[src/rtl/rv32_bus_pkg.sv]
// Shared types for the instruction/data bus arbiter.
package rv32_bus_pkg;

    // Arbiter FSM states: idle, or holding the bus for the fetch or mem-stage port.
    typedef enum logic [1:0] {
        IDLE   = 2'd0,
        BUSY_I = 2'd1,
        BUSY_D = 2'd2
    } state_t;

    // One bus request as seen on the external bus.
    typedef struct packed {
        logic        read;
        logic        write;
        logic [3:0]  mask;
        logic [31:0] address;
        logic [31:0] wdata;
    } bus_req_t;

endpackage

[src/rtl/rv32_bus_timer.sv]
// Bus watchdog: loaded when an access goes multi-cycle, counts down while busy,
// and flags expiry on the last allowed busy cycle. TIMEOUT_CYCLES = 0 disables it.
module rv32_bus_timer #(
    parameter int TIMEOUT_CYCLES = 256
) (
    input  logic i_clk,
    input  logic i_rst_n,
    input  logic i_clear,
    input  logic i_load,
    input  logic i_en,
    output logic o_expired
);

    localparam int            TW       = (TIMEOUT_CYCLES > 1) ? $clog2(TIMEOUT_CYCLES) : 1;
    localparam logic [TW-1:0] LOAD_VAL = (TIMEOUT_CYCLES > 0) ? TW'(TIMEOUT_CYCLES - 1) : '0;

    logic [TW-1:0] r_count;

    // Countdown register: clear wins over load, load wins over decrement.
    always_ff @(posedge i_clk or negedge i_rst_n) begin
        if (!i_rst_n) begin
            r_count <= '0;
        end else if (i_clear) begin
            r_count <= '0;
        end else if (i_load) begin
            r_count <= LOAD_VAL;
        end else if (i_en && (r_count != '0)) begin
            r_count <= r_count - TW'(1);
        end
    end

    assign o_expired = (TIMEOUT_CYCLES != 0) && i_en && (r_count == '0);

endmodule

[src/rtl/rv32_bus_arbiter.sv]
// Shares one memory bus between the fetch port and the mem-stage data port.
// Data normally wins; a starvation counter forces one instruction grant after
// STARVE_LIMIT data completions. A watchdog completes hung accesses with a fault.
module rv32_bus_arbiter
    import rv32_bus_pkg::*;
#(
    parameter int STARVE_LIMIT   = 4,
    parameter int TIMEOUT_CYCLES = 256
) (
    input  logic        clk,
    input  logic        reset,
    input  logic        instr_read_in,
    input  logic [31:0] instr_address_in,
    output logic        instr_ready_out,
    output logic [31:0] instr_read_value_out,
    input  logic        data_read_in,
    input  logic        data_write_in,
    input  logic [3:0]  data_write_mask_in,
    input  logic [31:0] data_address_in,
    input  logic [31:0] data_write_value_in,
    output logic        data_ready_out,
    output logic [31:0] data_read_value_out,
    output logic        bus_read_out,
    output logic        bus_write_out,
    output logic [3:0]  bus_write_mask_out,
    output logic [31:0] bus_address_out,
    output logic [31:0] bus_write_value_out,
    input  logic [31:0] bus_read_value_in,
    input  logic        bus_ready_in,
    output logic        bus_fault_out
);

    localparam int            SW         = (STARVE_LIMIT > 0) ? $clog2(STARVE_LIMIT + 1) : 1;
    localparam logic [SW-1:0] STARVE_MAX = SW'(STARVE_LIMIT);

    state_t        r_state;
    state_t        w_state_nxt;
    bus_req_t      r_req;
    bus_req_t      w_req_d;
    bus_req_t      w_req_i;
    bus_req_t      w_bus;
    logic [SW-1:0] r_starve;
    logic          w_idle;
    logic          w_busy;
    logic          w_starved;
    logic          w_grant_d;
    logic          w_grant_i;
    logic          w_expired;
    logic          w_fault;
    logic          w_done;
    logic          w_win_d;
    logic [31:0]   w_rdata;

    assign w_idle    = (r_state == IDLE);
    assign w_busy    = !w_idle;
    assign w_starved = (STARVE_LIMIT != 0) && instr_read_in && (r_starve == STARVE_MAX);
    assign w_grant_d = w_idle && (data_read_in || data_write_in) && !w_starved;
    assign w_grant_i = w_idle && !w_grant_d && instr_read_in;

    // Requests as they would appear on the bus; instr fetches keep the old write data to avoid toggling.
    always_comb begin
        w_req_d         = '0;
        w_req_d.read    = data_read_in;
        w_req_d.write   = data_write_in;
        w_req_d.mask    = data_write_in ? data_write_mask_in : 4'b0000;
        w_req_d.address = data_address_in;
        w_req_d.wdata   = data_write_value_in;
        w_req_i         = '0;
        w_req_i.read    = 1'b1;
        w_req_i.address = instr_address_in;
        w_req_i.wdata   = r_req.wdata;
    end

    // Bus source: live winner while idle, captured request while busy, quiet strobes otherwise.
    always_comb begin
        w_bus = r_req;
        if (w_idle) begin
            if (w_grant_d) begin
                w_bus = w_req_d;
            end else if (w_grant_i) begin
                w_bus = w_req_i;
            end else begin
                w_bus.read  = 1'b0;
                w_bus.write = 1'b0;
                w_bus.mask  = 4'b0000;
            end
        end
    end

    assign w_fault = w_busy && !bus_ready_in && w_expired;
    assign w_done  = (w_busy || w_grant_d || w_grant_i) && (bus_ready_in || w_fault);
    assign w_win_d = w_idle ? w_grant_d : (r_state == BUSY_D);
    assign w_rdata = w_fault ? 32'h0 : bus_read_value_in;

    // Next-state logic: a grant only goes busy when the bus did not answer in the same cycle.
    always_comb begin
        w_state_nxt = r_state;
        case (r_state)
            IDLE: begin
                if (!bus_ready_in) begin
                    if (w_grant_d) begin
                        w_state_nxt = BUSY_D;
                    end else if (w_grant_i) begin
                        w_state_nxt = BUSY_I;
                    end
                end
            end
            BUSY_I, BUSY_D: begin
                if (w_done) begin
                    w_state_nxt = IDLE;
                end
            end
            default: w_state_nxt = IDLE;
        endcase
    end

    // State register.
    always_ff @(posedge clk or negedge reset) begin
        if (!reset) begin
            r_state <= IDLE;
        end else begin
            r_state <= w_state_nxt;
        end
    end

    // Capture the winning request so requester changes during the access are ignored.
    always_ff @(posedge clk or negedge reset) begin
        if (!reset) begin
            r_req <= '0;
        end else if (w_grant_d || w_grant_i) begin
            r_req <= w_bus;
        end
    end

    // Starvation counter: data completions while fetch waits; an instr completion resets it.
    always_ff @(posedge clk or negedge reset) begin
        if (!reset) begin
            r_starve <= '0;
        end else if (w_done && !w_win_d) begin
            r_starve <= '0;
        end else if (w_done && instr_read_in && (r_starve != STARVE_MAX)) begin
            r_starve <= r_starve + SW'(1);
        end
    end

    rv32_bus_timer #(
        .TIMEOUT_CYCLES (TIMEOUT_CYCLES)
    ) u_timer (
        .i_clk     (clk),
        .i_rst_n   (reset),
        .i_clear   (w_done),
        .i_load    ((w_grant_d || w_grant_i) && !bus_ready_in),
        .i_en      (w_busy),
        .o_expired (w_expired)
    );

    // Outputs are forced quiet while reset is held, even if requests are still asserted.
    assign instr_ready_out      = reset && w_done && !w_win_d;
    assign data_ready_out       = reset && w_done && w_win_d;
    assign instr_read_value_out = reset ? w_rdata : 32'h0;
    assign data_read_value_out  = reset ? w_rdata : 32'h0;
    assign bus_fault_out        = reset && w_fault;
    assign bus_read_out         = reset && w_bus.read;
    assign bus_write_out        = reset && w_bus.write;
    assign bus_write_mask_out   = reset ? w_bus.mask : 4'b0000;
    assign bus_address_out      = reset ? w_bus.address : 32'h0;
    assign bus_write_value_out  = reset ? w_bus.wdata : 32'h0;

endmodule

[config.mk]
export PLATFORM = sky130hd
export DESIGN_NAME = rv32_bus_arbiter
export DESIGN_NICKNAME = d
export VERILOG_FILES = /design/src/rtl/rv32_bus_pkg.sv /design/src/rtl/rv32_bus_timer.sv /design/src/rtl/rv32_bus_arbiter.sv
export SDC_FILE = /design/constraint.sdc
export NUM_CORES = 1
export LEC_CHECK = 0
export ABC_AREA = 1
export CELL_PAD_IN_SITES_DETAIL_PLACEMENT = 0
export CELL_PAD_IN_SITES_GLOBAL_PLACEMENT = 1
export CORE_MARGIN = 2
export CORE_UTILIZATION = 27
export CTS_CLUSTER_SIZE = 10
export DETAILED_ROUTE_END_ITERATION = 8
export PLACE_DENSITY = 0.89
export SYNTH_ARGS = -nofsm -noshare
export SYNTH_HDL_FRONTEND = slang
export SYNTH_SLANG_ARGS = --single-unit
[constraint.sdc]
create_clock -name clk -period 2.3 [get_ports clk]
set_clock_uncertainty 0.1 [all_clocks]
set_input_delay 0.345 -clock clk [delete_from_list [all_inputs] [get_ports clk]]
set_output_delay 0.345 -clock clk [all_outputs]
set_load 0.02 [all_outputs]
=== Word level (Yosys, flattened, before mapping) ===
Index checks and enable logic that the tools add are counted.

* Add/subtract/negate cells: 2
* Equal/unequal tests: 7
* Multiplexer cells: 21
* Reduce and logical (&&, ||, !) cells: 37

{| class="wikitable"
|+ Operator list
! operator !! number
|-
| $mux W70 || 2
|-
| $mux W32 || 4
|-
| $mux W64 || 1
|-
| $mux W8 || 3
|-
| $logic_and A1 B1 Y1 || 20
|-
| $logic_not A8 Y1 || 1
|-
| $mux W2 || 4
|-
| $mux W4 || 2
|-
| $reduce_bool A8 Y1 || 1
|-
| $sub A8 B1 Y8 const B || 1
|-
| $mux W3 || 2
|-
| $mux W6 || 1
|-
| $logic_not A1 Y1 || 5
|-
| $logic_or A1 B1 Y1 || 5
|-
| $ne A2 B2 Y1 const B || 2
|-
| $pmux W2 S2 || 1
|-
| $add A3 B1 Y3 const B || 1
|-
| $eq A3 B3 Y1 const B || 1
|-
| $ne A3 B1 Y1 const B || 1
|-
| $ne A3 B3 Y1 const B || 1
|-
| $reduce_and A3 Y1 || 1
|-
| $reduce_bool A3 Y1 || 1
|-
| $eq A2 B1 Y1 const B || 1
|-
| $eq A2 B2 Y1 const B || 1
|-
| 4 further kinds || 4
|}

* Register bits: 83
* Input port bits: 138
* Output and inout port bits: 137
* Logic and storage cells: 75

=== Logic depth before layout (Yosys ltp) ===
* Depth after elaboration: 13
* Depth in mapped cells: 11
* Mapped depth without buffers: 10

=== Modules after synthesis ===
From an unflattened synthesis, not the netlist that was laid out.

* Cells, all modules: 704
* Area total of the unflattened synthesis: 5427.7 um^2

{| class="wikitable"
|+ By module, submodules not included
! module !! instances !! cells an instance !! area each (um^2)
|-
| rv32_bus_arbiter || 1 || 628 || 4845.9
|-
| rv32_bus_timer || 1 || 76 || 581.8
|}

=== Worst setup path after synthesis ===
No wires, ideal clock.

* Kind: register -> output
* Start: register r_state[0]
* End: output port instr_read_value_out[10]
* Arrival: 1781 ps
* Slack: 74 ps
* Stages on the path, launching flop included: 9
* Path buffers: 2
* Cells stage by stage: dfrtp_1 > inv_1 > ha_1 > nor2_1 > nand3_1 > nand2_1 > buf_2 > nor2_1 > buf_4

* Longest elaborated chain between the ends: 6
* Elaborated cells on any way between the ends: 7

{| class="wikitable"
|+ RTL lines
! what !! line !! source
|-
| from (decl) || rv32_bus_arbiter.sv:36 || <nowiki>state_t r_state;</nowiki>
|-
| from (signal assigned) || rv32_bus_arbiter.sv:122 || <nowiki>r_state <= w_state_nxt;</nowiki>
|-
| $logic_not A2 Y1 * || rv32_bus_arbiter.sv:54 || <nowiki>assign w_idle = (r_state == IDLE);</nowiki>
|-
| $logic_not A1 Y1 * || rv32_bus_arbiter.sv:55 || <nowiki>assign w_busy = !w_idle;</nowiki>
|-
| $logic_and A1 B1 Y1 (on tied branches) || rv32_bus_arbiter.sv:90, rv32_bus_timer.sv:32 ||
|-
| $logic_and A1 B1 Y1 * || rv32_bus_arbiter.sv:90 || <nowiki>assign w_fault = w_busy && !bus_ready_in && w_expired;</nowiki>
|-
| $mux W32 * || rv32_bus_arbiter.sv:93 || <nowiki>assign w_rdata = w_fault ? 32'h0 : bus_read_value_in;</nowiki>
|-
| $mux W32 * || -- ||
|-
| to (decl) || rv32_bus_arbiter.sv:15 || <nowiki>output logic [31:0] instr_read_value_out,</nowiki>
|}

Every way passes the cells marked *; elsewhere a longest branch is shown, timed or not.

=== Worst setup path in the final report ===
* Start: register r_starve[1]
* End: output port bus_write_value_out[8]

* Longest elaborated chain between the ends: 7

{| class="wikitable"
|+ RTL lines
! what !! line !! source
|-
| from (decl) || rv32_bus_arbiter.sv:42 || <nowiki>logic [SW-1:0] r_starve;</nowiki>
|-
| from (signal assigned) || rv32_bus_arbiter.sv:142 || <nowiki>r_starve <= r_starve + SW'(1);</nowiki>
|-
| $eq A3 B3 Y1 || rv32_bus_arbiter.sv:56 || <nowiki>assign w_starved = (STARVE_LIMIT != 0) && instr_read_in && (r_starve == STARVE_MAX);</nowiki>
|-
| $logic_and A1 B1 Y1 || rv32_bus_arbiter.sv:56 ||
|-
| $logic_not A1 Y1 || rv32_bus_arbiter.sv:57 || <nowiki>assign w_grant_d = w_idle && (data_read_in || data_write_in) && !w_starved;</nowiki>
|-
| $logic_and A1 B1 Y1 || rv32_bus_arbiter.sv:57 ||
|-
| $mux W70 || rv32_bus_arbiter.sv:78 || <nowiki>if (w_grant_d) begin</nowiki>
|-
| $mux W70 || rv32_bus_arbiter.sv:77 || <nowiki>if (w_idle) begin</nowiki>
|-
| $mux W32 || rv32_bus_arbiter.sv:167 || <nowiki>assign bus_write_value_out = reset ? w_bus.wdata : 32'h0;</nowiki>
|-
| to (decl) || rv32_bus_arbiter.sv:27 || <nowiki>output logic [31:0] bus_write_value_out,</nowiki>
|}

No other way between the ends.

==> impl_results.md <==
* DIE AREA at between 20000 and 25000 sq um
* Worst-path clk slew at 0.07 ns
* Crit path time final at 2.52 ns
* Final net count at 1215
* Max-cap viol count at 0
* Final period util at 110%
* Post-place instance area at 8560 sq um
* DR WL/cell at 15.6 um
* Die H at roughly 140 um
* Status: complete, but fails checks
* Sequential cell area fraction in the yosys report at 40.5%
* R2R setup slack at 0.09 ns
* Setup slack after layout at -0.221 ns
* Remaining global-route overflow at 0
* Core ar. at 18600 sq um
* Slew Viols, Final at 0
* Slew headroom at between 70% and 80%
* Skew-Pair Late Insertion Delay at 0.35 ns
* Drt pass-1 iters at 4
* Setup TNS at -15.30 ns
* Antenna diodes at 0
* Power Total at 12.5 mW
* Utilization after layout at roughly 57%
* Post-Syn Area at 5130 sq um
* Number of cell rows at 50
* Cell Chain, Critical Path: inv_2, ha_4, nand3_4, nand3_4, buf_6, inv_8, buf_16, or2_2, o21ai_2, nor2_2, buf_6
* TritonCTS clock tree: yes
* Fmax at 397 MHz
* Fin cells at 1310
* Area Growth Syn to Fin at 106%
* DIE WIDTH at between 100 and 150 um
* Via density at about 4.5
* Power density cells at approximately 1200 nW/um^2
* CP Launch Type: flip-flop
* Slowest library cell on the worst path: dfrtp_1
* Avg Cell Area, Syn at 7.51 sq um
* Routability-driven placement congestion ratio at about 0.8
* Vias in the first global route at 5570
* Routed Wire Length at 20400 um
* Commonest cells after routing, fill and taps aside: buf_4 (153), clkdlybuf4s50_1 (136), nand2_1 (112), buf_6 (112), inv_1 (105)
* Synthesis warning total at 0
* Hpwl dp at 12400 um
* Via count at 5868
* I/O pin cnt at 275
* RR Endpoint: r_req[20]
* First-pass GRT wire length at 28000 um
* Unrepaired setup endpoints after global routing: yes
* Crit Path Class: reg2out
* Final Setup Violations at 127
* Violated checks: setup timing
* Critical Path RT at 1.86 ns
* Netlist cell types at 32
* Cell count after synthesis at between 600 and 700
* Clk buf depth at 2
* Iter 0 DRT Violations at 179
* Share of cells above drive strength 1 at 48.0%
* Commonest non-fill, non-tap cell in the layout: buf_4
* Initial core utilization at 27.5%
* R2R depth at 15
* CTS buffer count at 9
* Clock Sinks at 83
* Post-Place Worst Slack at -0.611 ns
* DP Cell Count at 1213
* Peak VDD IR at about 0.55 mV
* Worst Tran Pin Value at 0.312 ns
* Tot GR Track Use at 17.7%
* Register area at 2080 sq um
* Leakage at 5.30 nW
* Fillers at 1641
* Max stage delay on crit path at 0.39 ns
* Min Hold Slack at 0.103 ns
* Peak fanout along the critical path at 8
* FF-to-FF Start: r_starve[0]
* Worst path arrival time at around 2.1 ns
* Syn nets at 827
* CTS H-tree lvls at 3
* Final Instance Area at 10600 sq um
* #FFs+latches synth at 83
* Drt drc at 0
* Hold Vio Cnt, Final at 0
* Initial antenna violation count at 0
* CP endpoint kind: output port
* Port Buffers at 274
* Type of the most critical hold path: in2async
* Root Buffer: clkbuf_16
* Pin count of the biggest net entering global routing at 51
* DRT antenna net count at 0
* Area of the multi-input gates at between 2000 and 3000 sq um
worst max-delay path, delay by kind of cell, from the launching register on:
kind            cells  cell delay [ns]
compound gates      1             0.09
fa+ha+maj           1             0.15
buf+inv             5             0.54
flops               1             0.39
simple gates        4             0.56
area by class of cell:
type / instances / area share (%)
repair buffers: 444 / 43.6
multi-input cells: 406 / 26.2
flip-flops and latches: 83 / 19.7
inverters: 127 / 4.61
well taps: 234 / 2.77
clock buffers: 9 / 2.13
clock inverters: 7 / 1.01
where the power goes:
part,total (mW),switching [mW],internal (mW)
sequential,2.39,0.227,2.16
combinational,8.49,4.02,4.47
clock,1.65,0.674,0.974
flip-flops by register name, indices dropped and copies added (netlist names):
| register | flops |
|---|---|
| r_req | 70 |
| u_timer.r_count | 8 |
| r_starve | 3 |
| r_state | 2 |
synth_stat cells, drive strengths merged:
cell type,instances,area [sq um]
nand2,150,566
inv,127,477
dfrtp,83,2080
nor2,74,288
buf,53,393
o21ai,49,253
nand3,44,378
o211ai,32,240
or2,32,200
clkbuf,14,55.1
a21oi,8,43.8
ha,6,75.1
xor2,5,43.8
nand4,2,12.5
nor3,2,10.0
nand3b,1,7.51
o221ai,1,8.76
worst max-delay path by stage:
stage | cells past startpoint | slack (ns) | endpoint | startpoint
after detailed placement | 10 | -0.61 | bus_write_value_out[12] | data_read_in
after floorplan | 8 | 0.07 | instr_read_value_out[10] | r_state[0]
after global routing | 11 | -0.32 | bus_write_value_out[8] | r_starve[1]
after CTS | 10 | -0.29 | bus_address_out[7] | r_starve[0]
after global placement | 12 | -0.56 | bus_address_out[5] | data_read_in
final | 11 | -0.22 | bus_write_value_out[8] | r_starve[1]
metal layers:
metal,GRT usage (%),up-vias,share of wire [%]
met4,6.74,2,3.0
met1,19.3,2778,39
met3,4.35,32,5.8
li1,-,2849,-
met5,0,-,0.36
met2,32.8,207,52
logic make-up after synthesis:
| family | synth area share, % |
|---|---|
| adder cells (fa/ha/maj) | 1.46 |
| XOR/XNOR | 0.854 |
| flip-flops | 40.5 |
| buffers and inverters | 18.0 |
| AND/OR/NAND/NOR | 28.5 |
| AO/OA/AOI/OAI | 10.6 |
repair_timing:
action / in CTS / in global routing
endpoints found under the setup margin: 137 / 137
hold endpoints to repair: 62 / 0
hold buffers: 3 / 0
pin swaps: 4 / 46
buffers inserted: 22 / 47
resized for setup: 679 / 348
gates cloned: 4 / 10
Note: power is estimated with default switching activity, not from simulation.
